### config.mk
export PLATFORM = sky130hd
export DESIGN_NAME = fifo_rd_drain
export DESIGN_NICKNAME = d
export VERILOG_FILES = /design/src/rtl/fifo_rd_drain.sv
export SDC_FILE = /design/constraint.sdc
export NUM_CORES = 1
export LEC_CHECK = 0
export CAP_MARGIN = 20
export CORE_UTILIZATION = 44
export CTS_CLUSTER_DIAMETER = 120
export DETAILED_ROUTE_END_ITERATION = 6
export GPL_ROUTABILITY_DRIVEN = 1
export PLACE_DENSITY = 0.76
export SLEW_MARGIN = 20
export SYNTH_ARGS = -nofsm -noshare
export SYNTH_HDL_FRONTEND = slang
export SYNTH_SLANG_ARGS = --single-unit
export TNS_END_PERCENT = 1
### constraint.sdc
create_clock -name CLK -period 1.7 [get_ports CLK]
set_clock_uncertainty 0.1 [all_clocks]
set_input_delay 0.34 -clock CLK [delete_from_list [all_inputs] [get_ports CLK]]
set_output_delay 0.34 -clock CLK [all_outputs]
set_load 0.005 [all_outputs]
### src/rtl/fifo_rd_drain.sv
`default_nettype none
// ============================================================================
// Module      : fifo_rd_drain
// Description : Read-side consumer for an asynchronous FIFO. Pops one word at
//               a time and serializes it into D_SIZE/B_SIZE beats over a
//               valid/ready handshake, back-to-back with no idle cycle.
// Revision    : 1.0 - initial release
// ============================================================================
module fifo_rd_drain #(
  parameter int D_SIZE    = 16,
  parameter int B_SIZE    = 8,
  parameter int MSB_FIRST = 0
) (
  input  logic              CLK,
  input  logic              RST,
  input  logic              i_empty,
  input  logic [D_SIZE-1:0] i_r_data,
  output logic              o_r_inc,
  output logic [B_SIZE-1:0] o_data,
  output logic              o_valid,
  input  logic              i_ready,
  output logic              o_busy,
  output logic              o_word_done
);

  localparam int NUM_BEATS = D_SIZE / B_SIZE;
  localparam int CW        = (NUM_BEATS > 1) ? $clog2(NUM_BEATS) : 1;
  localparam logic [CW-1:0] c_LAST = CW'(NUM_BEATS - 1);

  localparam logic [0:0] S_IDLE = 1'b0;
  localparam logic [0:0] S_SEND = 1'b1;

  logic [0:0]        r_state;
  logic [D_SIZE-1:0] r_word;
  logic [CW-1:0]     r_cnt;
  logic [B_SIZE-1:0] r_data;

  logic [0:0]        w_state_nxt;
  logic [D_SIZE-1:0] w_word_nxt;
  logic [CW-1:0]     w_cnt_nxt;
  logic [CW-1:0]     w_beat;
  logic [B_SIZE-1:0] w_data_nxt;
  logic              w_load;
  logic              w_last_acc;

  // State register: FSM state, held word, beat counter and the outgoing beat
  always_ff @(posedge CLK) begin
    if (RST) begin
      r_state <= S_IDLE;
      r_word  <= '0;
      r_cnt   <= '0;
      r_data  <= '0;
    end else begin
      r_state <= w_state_nxt;
      r_word  <= w_word_nxt;
      r_cnt   <= w_cnt_nxt;
      r_data  <= w_data_nxt;
    end
  end

  // Next-state logic: pop/load decisions, beat advance, and next beat select.
  // The next beat is precomputed so o_data can come straight from a register.
  always_comb begin
    w_state_nxt = r_state;
    w_word_nxt  = r_word;
    w_cnt_nxt   = r_cnt;
    w_load      = 1'b0;
    w_last_acc  = 1'b0;

    case (r_state)
      S_IDLE: begin
        if (!i_empty) begin
          w_load = 1'b1;
        end
      end
      S_SEND: begin
        // o_valid is always high in SEND, so i_ready alone means acceptance
        if (i_ready) begin
          if (r_cnt != c_LAST) begin
            w_cnt_nxt = r_cnt + CW'(1);
          end else begin
            w_last_acc = 1'b1;
            if (!i_empty) begin
              w_load = 1'b1;
            end else begin
              w_state_nxt = S_IDLE;
            end
          end
        end
      end
      default: w_state_nxt = S_IDLE;
    endcase

    if (w_load) begin
      w_word_nxt  = i_r_data;
      w_cnt_nxt   = '0;
      w_state_nxt = S_SEND;
    end

    w_beat     = (MSB_FIRST != 0) ? (c_LAST - w_cnt_nxt) : w_cnt_nxt;
    w_data_nxt = (w_state_nxt == S_SEND) ? w_word_nxt[int'(w_beat)*B_SIZE +: B_SIZE]
                                         : '0;
  end

  // Output logic: the pop strobe and word-done pulse must land in the same
  // cycle the last beat is accepted, so both follow i_ready directly; reset
  // masks them so a discarded word never triggers a pop or a done pulse.
  always_comb begin
    o_r_inc     = w_load & ~RST;
    o_word_done = w_last_acc & ~RST;
    o_valid     = (r_state == S_SEND);
    o_busy      = (r_state == S_SEND);
    o_data      = r_data;
  end

endmodule
`default_nettype wire

==> impl_summary.log <==
INFO  metric place.port_buffers = 31
INFO  metric h-tree-depth = 1
INFO  metric worstMarginPinSlew = 226 ps
INFO  metric combinational_share_of_power = 0.196
INFO  metric antenna_cells = 0
INFO  metric layout.cell_area.non_filler = 1450 um^2
INFO  metric power-per-cell-area = 784 nW/um^2
INFO  metric hold_path_depth = 2
INFO  metric critical_path_peak_fanout = 2
INFO  metric timing.critical_path.required = 1260 ps
INFO  metric seq_area_frac_synth = 0.514
INFO  metric worst-setup-path-type = in -> out
INFO  metric initial_antenna_violation_count = 0
INFO  metric grt_start_max_net_pins = 20
INFO  metric design.die.area = 2500 um^2
INFO  metric final_layout_size_suffix_gt1_frac = 0.164
INFO  metric global_route.overflow_total = 0
INFO  metric cp-end-kind = output pin
INFO  metric clk-insertion-delay-late = 310 ps
INFO  metric post_drt_wl_per_cell = 12.6 um
INFO  metric std_cell_rows = 17
INFO  metric grt_setup_unrepaired = true
INFO  metric route.final.wire_length = 2270 um
INFO  metric post-route-min-period = 1650 ps
INFO  metric first_pass_grt_wire_length = 3820 um
INFO  metric setup_viol = 0
INFO  metric clkTransAtPathRegs = 130 ps
INFO  metric inserted_clock_buffers = 3
INFO  metric finalCritPeriodShare = 0.971
INFO  metric cts.hold.buffers_added = 0
INFO  metric clock_sink_count = 26
INFO  metric worst_r2r_startpoint = r_cnt
INFO  metric tritoncts = yes
INFO  metric postSynthRegisterBits = 26
INFO  metric final-hold-violation-count = 0
INFO  metric max_slew_violation_count = 0
INFO  metric crit_start_category = input pin
INFO  metric synth.avg_cell_area = 9.21 um^2
INFO  metric timing.slew.headroom = 0.848
INFO  metric min-delay-path-class = reg -> reg
INFO  metric routabilityCongestion = 0.761
INFO  metric timing.hold.worst.start = r_word[3]
INFO  metric cts_buffer_depth = 2
INFO  metric finish.net_count = 174
INFO  metric post_dp_cell_area = 1410 um^2
INFO  metric worst_r2r_path_depth = 6
INFO  metric fmax = 606 MHz
INFO  metric clock-root-buffer = clkbuf_4
INFO  metric synth_nets = 130
INFO  metric power.sequential.fraction = 0.584
INFO  metric design.core.area = 2190 um^2
INFO  metric postRouteAntennaNets = 0
INFO  metric timing.reg2reg.setup_slack = 170 ps
INFO  metric post_drt_via_cell_ratio = 5.11
INFO  metric die_width = 50.0 um
INFO  metric drt_iter0_markers = 17
INFO  metric layout_common_cells = 31 x nand2_1, 27 x clkdlybuf4s50_1, 24 x dfxtp_1
INFO  metric vdd_drop_max = 498 uV
INFO  metric synthToLayoutAreaGrowth = 43.2%
INFO  metric p_switching = 0.000281 W
INFO  metric run_status = complete, no violations
INFO  metric drv_cap = 0
INFO  metric synth_warnings = 0
INFO  metric postSynthCellCount = 110
INFO  metric floorplan.io_pins = 32
INFO  metric p_int = 0.000856 W
INFO  metric dpl.hpwl = 1620 um
INFO  metric clockPowerShare = 0.219
INFO  metric final_cells = 180
INFO  metric leakage = 0.618 nW
INFO  metric design_power_total = 0.00114 W
INFO  metric placed_cells = 175
INFO  metric critPathArrivalTime = 1210 ps
INFO  metric initial_core_util = 0.463
INFO  metric drt_first_pass_iters = 5
INFO  metric r2r-end = o_data[4]
INFO  metric synth_cell_types = 23
INFO  metric power_switching_share = 0.247
INFO  metric synth_area = 1010 um^2
INFO  metric most_common_library_cell_in_the_layout_ignoring_fill_and_taps = nand2_1
INFO  metric groute.usage.overall = 0.203
INFO  metric detailroute.via_count = 920
INFO  metric die_h = 50.0 um
INFO  metric first_global_vias = 907
INFO  metric worst_hold_endpoint = r_word[3]
INFO  metric remaining_drc_errors = 0
[how the worst max path moves through the flow]
stage,from,endpoint,depth (start not counted)
after detailed placement,i_ready,o_r_inc,5
final,RST,o_word_done,3
after global placement,i_ready,o_r_inc,5
after global routing,r_cnt,o_r_inc,4
after CTS,i_empty,o_r_inc,4
after floorplan,r_cnt,o_r_inc,4
[layer usage]
layer,up-vias,GRT usage,wire length (um)
met5,-,0,0
met4,0,0.0905,12
li1,465,-,-
met3,2,0.0278,70
met1,430,0.234,944
met2,23,0.364,1240
[cell type report]
cell class              instances  area, um^2
repair buffers                 46         418
flip-flops and latches         26         526
multi-input cells              76         447
clock buffers                   3        22.5
inverters                       1        3.75
well taps                      28        35.0
fillers                       193         739
[flip-flops by register name, summed over array words and instances, names as in the netlist]
name    count
o_data      8
r_cnt       1
o_busy      1
r_word     16
[what timing repair did]
item,4_1_cts,5_1_grt
pin swaps,2,2
gates resized for setup,8,3
setup endpoints to repair,4,4
setup buffers,0,2
[critical path: stages]
cell and delay [ps]:
clkdlybuf4s50_1 430, nor3b_1 190, dlygate4sd2_1 260
[kinds of logic (layout without fill, tap and decap cells)]
logic type / Yosys count / in the layout / share of synthesized area
xor gates and xnor gates: 1 / 1 / 0.00864
muxes: 7 / 7 / 0.0691
buffers and inverters: 8 / 50 / 0.0506
and+or+nand+nor: 40 / 40 / 0.169
DFF: 26 / 26 / 0.514
AOI/OAI and AO/OA: 28 / 28 / 0.189
[per-stage QoR]
step / hold slack [ps] / util / setup TNS (ps) / setup slack [ps]
2_1_floorplan: 336 / - / 0 / 354
3_3_place_gp: 342 / 0.643 / -2810 / -489
3_5_place_dp: 347 / 0.643 / -3630 / -503
4_1_cts: 365 / 0.656 / -16.2 / -16.2
5_1_grt: 397 / 0.662 / -32.7 / -18.3
6_report: 365 / 0.662 / 0 / 49.7
[power by group through the flow]
| stage | Combinational, W | Clock (W) | Sequential (W) |
|---|---|---|---|
| finish | 0.000223 | 0.000249 | 0.000665 |
| CTS | 0.000222 | 0.000259 | 0.000666 |
| detailed placement | 0.000222 | 0 | 0.000678 |
| floorplan | 0.000105 | 0 | 0.000676 |
| global placement | 0.000217 | 0 | 0.000675 |
| global route | 0.000246 | 0.000286 | 0.000668 |
[Yosys cell counts]
cell | count | area share
a21o_1 | 2 | 0.015
a21oi_1 | 15 | 0.074
a21oi_2 | 1 | 0.0086
a221oi_2 | 1 | 0.015
a22oi_1 | 1 | 0.0074
a311oi_1 | 1 | 0.0086
buf_2 | 2 | 0.0099
buf_4 | 3 | 0.022
buf_6 | 1 | 0.011
clkbuf_1 | 1 | 0.0037
dfxtp_1 | 26 | 0.51
inv_1 | 1 | 0.0037
mux2i_1 | 7 | 0.069
nand2_1 | 31 | 0.11
nand2_2 | 1 | 0.0062
nand3b_1 | 1 | 0.0074
nor2_1 | 3 | 0.011
nor2_4 | 1 | 0.011
nor2b_1 | 1 | 0.0062
nor3_1 | 1 | 0.0049
nor3b_1 | 1 | 0.0074
o2bb2ai_1 | 7 | 0.060
xor2_1 | 1 | 0.0086
Power figures use the tool's default switching activity.
